File: src/rtl/wb_commit_stage_pkg.sv
// Shared types and constants for the writeback/commit stage.
// Exception codes, fixed CSR numbers, ex_vec bit positions and FSM states.
package wb_commit_stage_pkg;

  localparam int unsigned EX_W      = 6;
  localparam int unsigned ECODE_W   = 6;
  localparam int unsigned ESUB_W    = 9;
  localparam int unsigned LAT_CNT_W = 2;

  localparam logic [ECODE_W-1:0] ECODE_INT  = 6'h00;
  localparam logic [ECODE_W-1:0] ECODE_ADEF = 6'h08;
  localparam logic [ECODE_W-1:0] ECODE_SYS  = 6'h0B;
  localparam logic [ECODE_W-1:0] ECODE_BRK  = 6'h0C;
  localparam logic [ECODE_W-1:0] ECODE_INE  = 6'h0D;
  localparam logic [ECODE_W-1:0] ECODE_ALE  = 6'h09;

  localparam logic [13:0] CSR_EENTRY = 14'h00C;
  localparam logic [13:0] CSR_ERA    = 14'h006;
  localparam logic [13:0] CSR_TID    = 14'h040;

  // ex_vec layout is {INT,ADEF,SYSCALL,BRK,INE,ALE}
  typedef enum int unsigned {
    EX_ALE  = 0,
    EX_INE  = 1,
    EX_BRK  = 2,
    EX_SYS  = 3,
    EX_ADEF = 4,
    EX_INT  = 5
  } ex_idx_e;

  typedef enum logic [1:0] {
    ST_EMPTY    = 2'd0,
    ST_CSR_WAIT = 2'd1,
    ST_COMMIT   = 2'd2
  } state_e;

endpackage

File: src/rtl/wb_ex_encoder.sv
// Priority encoder from the exception vector to the architectural ecode.
module wb_ex_encoder
  import wb_commit_stage_pkg::*;
(
  input  logic [EX_W-1:0]    ex_vec,
  output logic [ECODE_W-1:0] ecode_c
);

  // Highest-priority source wins; an empty vector reports ECODE_INT.
  always_comb begin
    ecode_c = ECODE_INT;
    if (ex_vec[EX_INT])       ecode_c = ECODE_INT;
    else if (ex_vec[EX_ADEF]) ecode_c = ECODE_ADEF;
    else if (ex_vec[EX_SYS])  ecode_c = ECODE_SYS;
    else if (ex_vec[EX_BRK])  ecode_c = ECODE_BRK;
    else if (ex_vec[EX_INE])  ecode_c = ECODE_INE;
    else if (ex_vec[EX_ALE])  ecode_c = ECODE_ALE;
  end

endmodule

File: src/rtl/wb_commit_stage.sv
// Writeback/commit stage: holds one instruction, waits out CSR read latency,
// then commits GPR, CSR and exception/ertn effects in a single cycle.
module wb_commit_stage
  import wb_commit_stage_pkg::*;
#(
  parameter int unsigned DATA_W     = 32,
  parameter int unsigned REG_AW     = 5,
  parameter int unsigned CSR_NUM_W  = 14,
  parameter int unsigned CSR_RD_LAT = 1,
  parameter int unsigned CNT_W      = 64
) (
  input  logic                 clk,
  input  logic                 resetn,
  input  logic                 mem_to_wb_valid,
  output logic                 wb_allowin,
  input  logic                 in_rf_we,
  input  logic [REG_AW-1:0]    in_rf_waddr,
  input  logic [DATA_W-1:0]    in_rf_wdata,
  input  logic [DATA_W-1:0]    in_pc,
  input  logic                 in_csr_re,
  input  logic                 in_csr_we,
  input  logic                 in_read_tid,
  input  logic                 in_ertn,
  input  logic [CSR_NUM_W-1:0] in_csr_num,
  input  logic [DATA_W-1:0]    in_csr_wmask,
  input  logic [DATA_W-1:0]    in_csr_wvalue,
  input  logic [EX_W-1:0]      in_ex_vec,
  input  logic [ESUB_W-1:0]    in_esubcode,
  input  logic [DATA_W-1:0]    in_vaddr,
  output logic                 csr_re,
  output logic [CSR_NUM_W-1:0] csr_num,
  input  logic [DATA_W-1:0]    csr_rvalue,
  output logic                 csr_we,
  output logic [DATA_W-1:0]    csr_wmask,
  output logic [DATA_W-1:0]    csr_wvalue,
  output logic                 fwd_we,
  output logic [REG_AW-1:0]    fwd_waddr,
  output logic [DATA_W-1:0]    fwd_wdata,
  output logic                 fwd_busy,
  output logic                 wb_ex,
  output logic [ECODE_W-1:0]   wb_ecode,
  output logic [ESUB_W-1:0]    wb_esubcode,
  output logic [DATA_W-1:0]    wb_ex_pc,
  output logic [DATA_W-1:0]    wb_vaddr,
  output logic                 ertn_flush,
  output logic [DATA_W-1:0]    wb_redirect_pc,
  output logic [DATA_W-1:0]    debug_wb_pc,
  output logic [3:0]           debug_wb_rf_we,
  output logic [REG_AW-1:0]    debug_wb_rf_wnum,
  output logic [DATA_W-1:0]    debug_wb_rf_wdata,
  output logic [CNT_W-1:0]     retire_cnt
);

  state_e                 state, state_d;
  logic [LAT_CNT_W-1:0]   lat_cnt, lat_cnt_d;
  logic                   rdata_capture;

  logic                   rf_we_q, csr_re_q, csr_we_q, read_tid_q, ertn_q;
  logic [REG_AW-1:0]      rf_waddr_q;
  logic [DATA_W-1:0]      rf_wdata_q, pc_q, csr_wmask_q, csr_wvalue_q, vaddr_q, rdata_q;
  logic [CSR_NUM_W-1:0]   csr_num_q;
  logic [EX_W-1:0]        ex_vec_q;
  logic [ESUB_W-1:0]      esubcode_q;

  logic ex_any, read_req_q, in_read_req, commit, accept;
  logic [DATA_W-1:0] csr_data, final_wdata;

  assign ex_any      = |ex_vec_q;
  assign read_req_q  = csr_re_q | read_tid_q | ex_any | ertn_q;
  assign in_read_req = in_csr_re | in_read_tid | (|in_ex_vec) | in_ertn;
  assign commit      = (state == ST_COMMIT);
  assign wb_allowin  = (state == ST_EMPTY) | (commit & ~ex_any & ~ertn_q);
  assign accept      = mem_to_wb_valid & wb_allowin;

  // Zero latency means the CSR file answers in the same cycle as the request.
  assign csr_data    = (CSR_RD_LAT == 0) ? csr_rvalue : rdata_q;
  assign final_wdata = (csr_re_q | read_tid_q) ? csr_data : rf_wdata_q;

  always_ff @(posedge clk or negedge resetn) begin
    if (!resetn) begin
      state   <= ST_EMPTY;
      lat_cnt <= '0;
    end else begin
      state   <= state_d;
      lat_cnt <= lat_cnt_d;
    end
  end

  always_comb begin
    state_d       = state;
    lat_cnt_d     = lat_cnt;
    rdata_capture = 1'b0;
    case (state)
      ST_EMPTY, ST_COMMIT: begin
        if (accept) begin
          if (in_read_req && (CSR_RD_LAT != 0)) begin
            state_d   = ST_CSR_WAIT;
            lat_cnt_d = LAT_CNT_W'(CSR_RD_LAT - 1);
          end else begin
            state_d = ST_COMMIT;
          end
        end else if (state == ST_COMMIT) begin
          state_d = ST_EMPTY;
        end
      end
      ST_CSR_WAIT: begin
        if (lat_cnt == '0) begin
          state_d       = ST_COMMIT;
          rdata_capture = 1'b1;
        end else begin
          lat_cnt_d = lat_cnt - LAT_CNT_W'(1);
        end
      end
      default: state_d = ST_EMPTY;
    endcase
  end

  // Payload capture on accept; CSR data sampled when the latency counter expires.
  always_ff @(posedge clk or negedge resetn) begin
    if (!resetn) begin
      rf_we_q      <= 1'b0;
      rf_waddr_q   <= '0;
      rf_wdata_q   <= '0;
      pc_q         <= '0;
      csr_re_q     <= 1'b0;
      csr_we_q     <= 1'b0;
      read_tid_q   <= 1'b0;
      ertn_q       <= 1'b0;
      csr_num_q    <= '0;
      csr_wmask_q  <= '0;
      csr_wvalue_q <= '0;
      ex_vec_q     <= '0;
      esubcode_q   <= '0;
      vaddr_q      <= '0;
      rdata_q      <= '0;
    end else begin
      if (accept) begin
        rf_we_q      <= in_rf_we;
        rf_waddr_q   <= in_rf_waddr;
        rf_wdata_q   <= in_rf_wdata;
        pc_q         <= in_pc;
        csr_re_q     <= in_csr_re;
        csr_we_q     <= in_csr_we;
        read_tid_q   <= in_read_tid;
        ertn_q       <= in_ertn;
        csr_num_q    <= in_csr_num;
        csr_wmask_q  <= in_csr_wmask;
        csr_wvalue_q <= in_csr_wvalue;
        ex_vec_q     <= in_ex_vec;
        esubcode_q   <= in_esubcode;
        vaddr_q      <= in_vaddr;
      end
      if (rdata_capture) rdata_q <= csr_rvalue;
    end
  end

  always_ff @(posedge clk or negedge resetn) begin
    if (!resetn)               retire_cnt <= '0;
    else if (commit && !ex_any) retire_cnt <= retire_cnt + CNT_W'(1);
  end

  // Exceptions and ertn override the instruction's own CSR number.
  always_comb begin
    csr_num = csr_num_q;
    if (ex_any)          csr_num = CSR_NUM_W'(CSR_EENTRY);
    else if (ertn_q)     csr_num = CSR_NUM_W'(CSR_ERA);
    else if (read_tid_q) csr_num = CSR_NUM_W'(CSR_TID);
  end

  assign csr_re     = (state != ST_EMPTY) & read_req_q;
  assign csr_we     = commit & csr_we_q & ~ex_any;
  assign csr_wmask  = csr_wmask_q;
  assign csr_wvalue = csr_wvalue_q;

  assign fwd_we    = (state != ST_EMPTY) & rf_we_q & ~ex_any;
  assign fwd_waddr = rf_waddr_q;
  assign fwd_wdata = final_wdata;
  assign fwd_busy  = fwd_we & (csr_re_q | read_tid_q) & (state == ST_CSR_WAIT);

  assign wb_ex          = commit & ex_any;
  assign ertn_flush     = commit & ertn_q & ~ex_any;
  assign wb_esubcode    = esubcode_q;
  assign wb_ex_pc       = pc_q;
  assign wb_vaddr       = vaddr_q;
  assign wb_redirect_pc = csr_data;

  assign debug_wb_pc       = pc_q;
  assign debug_wb_rf_we    = {4{commit & rf_we_q & ~ex_any}};
  assign debug_wb_rf_wnum  = rf_waddr_q;
  assign debug_wb_rf_wdata = final_wdata;

  wb_ex_encoder u_ex_encoder (
    .ex_vec  (ex_vec_q),
    .ecode_c (wb_ecode)
  );

endmodule
File: config.mk
export PLATFORM = sky130hd
export DESIGN_NAME = wb_commit_stage
export DESIGN_NICKNAME = d
export VERILOG_FILES = /design/src/rtl/wb_commit_stage_pkg.sv /design/src/rtl/wb_ex_encoder.sv /design/src/rtl/wb_commit_stage.sv
export SDC_FILE = /design/constraint.sdc
export NUM_CORES = 1
export LEC_CHECK = 0
export ABC_AREA = 1
export BUFFER_PORTS_ARGS = -buffer_cell sky130_fd_sc_hd__buf_4
export CORE_AREA = 2 2 237 239
export CTS_CLUSTER_DIAMETER = 60
export DETAILED_ROUTE_END_ITERATION = 16
export DIE_AREA = 0 0 239 241
export PLACE_DENSITY = 0.52
export SETUP_SLACK_MARGIN = 0.2
export SYNTH_ARGS = -nofsm -noshare
export SYNTH_HDL_FRONTEND = slang
export SYNTH_SLANG_ARGS = --single-unit
export TNS_END_PERCENT = 20
File: constraint.sdc
create_clock -name clk -period 1.7 [get_ports clk]
set_input_delay 0.17 -clock clk [delete_from_list [all_inputs] [get_ports clk]]
set_output_delay 0.17 -clock clk [all_outputs]
set_load 0.05 [all_outputs]
# After elaboration in Yosys (flattened, before gate mapping)
# Cells that the tools add are included.
[op_classes]
addsub = 2
n_eq_ne = 7
mux = 21
n_bitwise = 24
reduce_logical = 11
[op_table]
columns = ["operator", "count"]
rows = [
  ["$add 64x1->64 const B", 1],
  ["$mux 14", 3],
  ["$mux 32", 1],
  ["$mux 6", 5],
  ["$and 1x1->1", 15],
  ["$mux 2", 7],
  ["$reduce_or 6->1", 2],
  ["$ne 2x2->1 const B", 4],
  ["$pmux 2 s2", 2],
  ["$or 1x1->1", 7],
  ["$logic_not 2->1", 2],
  ["$mux 4", 1],
  ["$reduce_and 4->1", 1],
  ["$reduce_bool 2->1", 2],
  ["$ne 3x3->1 const B", 1],
  ["$eq 2x1->1 const B", 1],
  ["$eq 2x2->1 const B", 1],
  ["$mux 1", 2],
  ["$not 1->1", 2],
  ["$reduce_and 2->1", 1],
  ["$reduce_or 2->1", 1],
  ["$sub 2x1->2 const B", 1],
  ["$logic_and 1x1->1", 1],
  ["$logic_not 1->1", 1],
]
[word_totals]
regBits = 299
in_bits = 234
output_inout_bits = 370
wordCells = 83

# Longest topological paths before layout
[logic_depth]
word_depth = 8
depth_mapped = 11
mapped_depth_nobuf = 11

# By module
# Synthesis repeated with hierarchy kept, for this count alone.
[hier_totals]
cells_unflattened = 1679
area_unflattened_um2 = 13924.6
[by_module_without_submodules]
columns = ["module", "n_inst", "cells_each", "area_each_um2", "seq_area_each_um2"]
rows = [
  ["wb_commit_stage", 1, 1660, 13827.0, 7482.2],
  ["wb_ex_encoder", 1, 19, 97.6, 0.0],
]

# Least setup slack after synthesis
# No wires, ideal clock.
[synth_path]
path_kind = "register to output"
start = "register ex_vec_q[5]"
end = "output csr_num[10]"
arrival_time_ns = 2.087
required_ns = 1.530
path_slack_ns = -0.557
path_stages_with_launch = 5
n_path_buf = 1
cell_sequence = "dfrtp_1 > nor2_2 > nand3_1 > clkbuf_1 > nor3b_1"
[synth_between]
elab_chain_cells = 2
[synth_rtl]
columns = ["item", "line", "text"]
rows = [
  ["start: declaration", "wb_commit_stage.sv:62", "logic [EX_W-1:0] ex_vec_q;"],
  ["start signal: assignment", "wb_commit_stage.sv:149", "ex_vec_q <= in_ex_vec;"],
  ["$reduce_or 6->1", "wb_commit_stage.sv:68", "assign ex_any = |ex_vec_q;"],
  ["$mux 14", "wb_commit_stage.sv:165", "if (ex_any) csr_num = CSR_NUM_W'(CSR_EENTRY);"],
  ["end: declaration", "wb_commit_stage.sv:31", "output logic [CSR_NUM_W-1:0] csr_num,"],
]
# Every way passes these cells.

# Worst setup path after layout
[layout_path]
start = "register ex_vec_q[5]"
end = "output ertn_flush"
[layout_between]
elab_chain_cells = 3
[layout_rtl]
columns = ["item", "line", "text"]
rows = [
  ["$reduce_or 6->1", "wb_commit_stage.sv:68", ""],
  ["$not 1->1", "wb_commit_stage.sv:181", "assign ertn_flush = commit & ertn_q & ~ex_any;"],
  ["$and 1x1->1", "wb_commit_stage.sv:181", ""],
  ["end: declaration", "wb_commit_stage.sv:45", "output logic ertn_flush,"],
]
# Every way passes these cells.

==> flow_summary.yaml <==
yosys:
  syn_area_per_cell_um2: 8.21
  synth_area_leaders: "dfrtp_1 53%, nand2_1 23%, mux2_2 5.1%"
  synth_compound_area_share_pct: 1.13
  yosysTopAreaCell: "dfrtp_1"
  synth-simple-area-share_pct: 30.4
  synth_cells: 1717
  ys_seq_elements: 299
  synthXorXnorAreaFrac_pct: 2.11
  ys.flop_type: "dfrtp_1"
  synth_adder_area_share_pct: 0.177
  synth.mux.area_fraction_pct: 5.11
  synth-seq-area-share_pct: 53.1
  ys.warnings.count: 0
  synth_top_family_by_area: "simple AND/OR/NAND/NOR gates"
  synth.distinct_cells: 32
  synth_top_area_share_pct: 53.1
  async_flop_share_pct: 100
  synth_edf_count: 0
  netlist_area_um2: 14100
sta:
  hold_violations: 0
  fmax_mhz: 464
  rsz0062_at_grt: "yes"
  worst_pin_slew_ns: 0.540
  final_max_slew_viol_count: 0
  fin_crit_ns: 2.15
  fin_skew_ns: 0.0135
  fin_setup_tns_ns: -93.98
  finalSetupViolations: 324
  holdWs_ns: 0.121
  relSlewSlack_pct: 64.0
  min_period_over_period_pct: 127
  setup_ws_ns: -0.455
floorplan:
  start_util_pct: 25.7
  core_area_um2: 54900
  ios: 604
  dieArea_um2: 57600
  die_y_um: 241
  die_x_um: 239
  fp-row-count: 86
cts:
  cts_made_buffers: 39
  cts_root_buf: "clkbuf_16"
  path_clk_slew_ns: 0.06
  clk-insertion-delay-late_ns: 0.55
  cts.sinks: 299
  cts_buffer_depth: 3
  cts_max_level: 2
  cts_tree: "yes"
layout:
  n_fill_cell: 5202
  fin_util_pct: 45.9
  multi_input_area_um2: 6100
  layout_commonest_cell: "nand2_1"
  regArea_um2: 7510
  drive_gt1_share_pct: 38.4
  final_nets: 2895
  final_cell_mix: "839 x nand2_1, 630 x buf_4, 277 x dfrtp_1"
  areaGrowthSynthToFinish_pct: 78.7
drt:
  routed_via_density: 4.39
  route.detailed.wl_per_inst_um: 17.8
  drc_errors: 0
  ant_nets: 0
  num_vias: 14900
  wirelength_mm: 60.3
  drt_pass1_iterations: 7
  drt_iter0_drc: 823
worst_setup_path:
  worstSetupPathType: "reg -> out"
  end_kind: "output pin"
  cp-start-kind: "flop"
  r2r_start: "ex_vec_q[5]"
  crit_fanout: 3
  r2r_cells: 12
  startpoint: "ex_vec_q[5]"
  cp.arrival_ns: 1.98
  cp_data_required_time_ns: 1.53
  r2r-end: "csr_wmask[19]"
  rrSetupSlack_ns: -0.35
  endpoint: "ertn_flush"
global_routing:
  antenna_found_initial: 2
  grt_pass1_vias: 15000
  grt_first_pass_wirelength_mm: 87.7
  grt_usage_pct: 19.8
  grt_max_degree: 105
  grt-ovfl-total: 0
placement:
  dp_hpwl_mm: 44.4
  dp_slack_ns: -0.241
  place.gp.congestion: 0.935
  portBuffers: 601
power:
  p_int_mw: 25.6
  power_density_nw_per_um2: 2080
  peakVddDrop_uv: 2530
  p_leak_nw: 12.8
  swShare_pct: 51.1
  p_switching_mw: 26.7
  pwr-share-clk_pct: 15.3
  p_comb_share_pct: 62.0
  power.share.sequential_pct: 22.7
outcome:
  violations: "negative setup slack"
  outcome: "finished, violations left"
run:
  drv_cap: 0
min_path:
  hold_class: "in -> async"
-- layer usage --
layer,routed length [um],global-route usage [%],vias to the layer above
met2,30300,34.5,548
met4,2230,6.80,0
li1,-,-,7141
met1,24000,24.6,7092
met5,0,0,-
met3,3740,3.73,108
-- final cells by class --
type | count | area share [%]
multi-input combinational | 1224 | 24.2
inverter | 66 | 1.02
sequential | 299 | 29.8
clock buffer | 52 | 4.35
timing repair buffer | 1029 | 36.6
antenna | 2 | 0.0199
tap | 704 | 3.50
clock inverter | 14 | 0.502
-- metrics by stage --
step           instance area, um^2  std cells  total power [mW]
6_report                     25200       3390              52.3
5_1_grt                      25200       3390              54.4
4_1_cts                      24100       3377              49.9
3_5_place_dp                 20400       3075              40.8
3_3_place_gp                 20400       3075              40.7
2_1_floorplan                14300       1718              32.0
-- worst max-delay path: stages (launching register included) --
cell     delay [ns]
dfrtp_1        0.38
nor2_2         0.14
buf_6          0.12
inv_4          0.03
nor2_4         0.14
buf_12         0.13
nand2_8        0.04
buf_6          0.12
nor2_4         0.15
buf_8          0.17
-- synthesized netlist by cell type, types with 2 or more instances --
cell type and n:
buf_1 4, buf_2 20, nand2_2 2, xor2_1 13
nand3_1 30, xnor2_1 21, and2_1 2, clkbuf_1 12
nor3_1 13, nand2_1 851, nor3b_1 10, nand4_1 20
mux2_2 64, a21oi_1 2, dfrtp_1 299, nand3b_1 2
inv_1 64, buf_6 5, buf_4 88, o21ai_0 25
ha_1 2, nor2_2 5, nor2_1 153, inv_2 2
-- cell families after synthesis --
family,count (synthesis)
muxes,64
buffers and inverters,195
DFF,299
adders and majority gates,2
AOI/OAI and AO/OA,30
xor gates and xnor gates,34
and+or+nand+nor,1092
other,1
-- registers in the layout, indices dropped and copies added (netlist names) --
name / cells
read_tid_q: 1
wb_vaddr: 32
ex_vec_q: 6
state: 2
rf_we_q: 1
retire_cnt: 64
csr_we_q: 1
wb_esubcode: 9
csr_wmask: 32
ertn_q: 1
csr_re_q: 1
lat_cnt: 2
wb_redirect_pc: 32
rf_wdata_q: 32
csr_wvalue: 32
csr_num_q: 14
debug_wb_pc: 32
debug_wb_rf_wnum: 5
-- power by group through the flow --
stage,clock (mW),sequential (mW),combinational (mW)
after floorplan,0,18.5,13.5
after global routing,8.57,12.2,33.7
final,8.02,11.9,32.4
after detailed placement,0,11.8,29.0
after CTS,8.27,11.8,29.9
after global placement,0,11.7,28.9
-- worst min path at each step --
stage / from / end / slack [ns] / cells past startpoint
floorplan: resetn / csr_num_q[0] / -0.13 / 0
global placement: resetn / retire_cnt[14] / 0.11 / 1
detailed placement: resetn / retire_cnt[14] / 0.11 / 1
CTS: resetn / retire_cnt[14] / 0.11 / 2
global route: resetn / retire_cnt[14] / 0.13 / 2
finish: resetn / retire_cnt[14] / 0.12 / 2
-- timing repair --
| item | in CTS | in global routing |
|---|---|---|
| setup endpoints to repair | 379 | 429 |
| hold endpoints to repair | 532 | 0 |
| gates cloned | 0 | 4 |
| hold buffers | 233 | 0 |
| pin swaps | 5 | 13 |
| buffers inserted | 3 | 7 |
| resized for setup | 54 | 267 |
No activity file was read; power rests on OpenSTA's default activity.
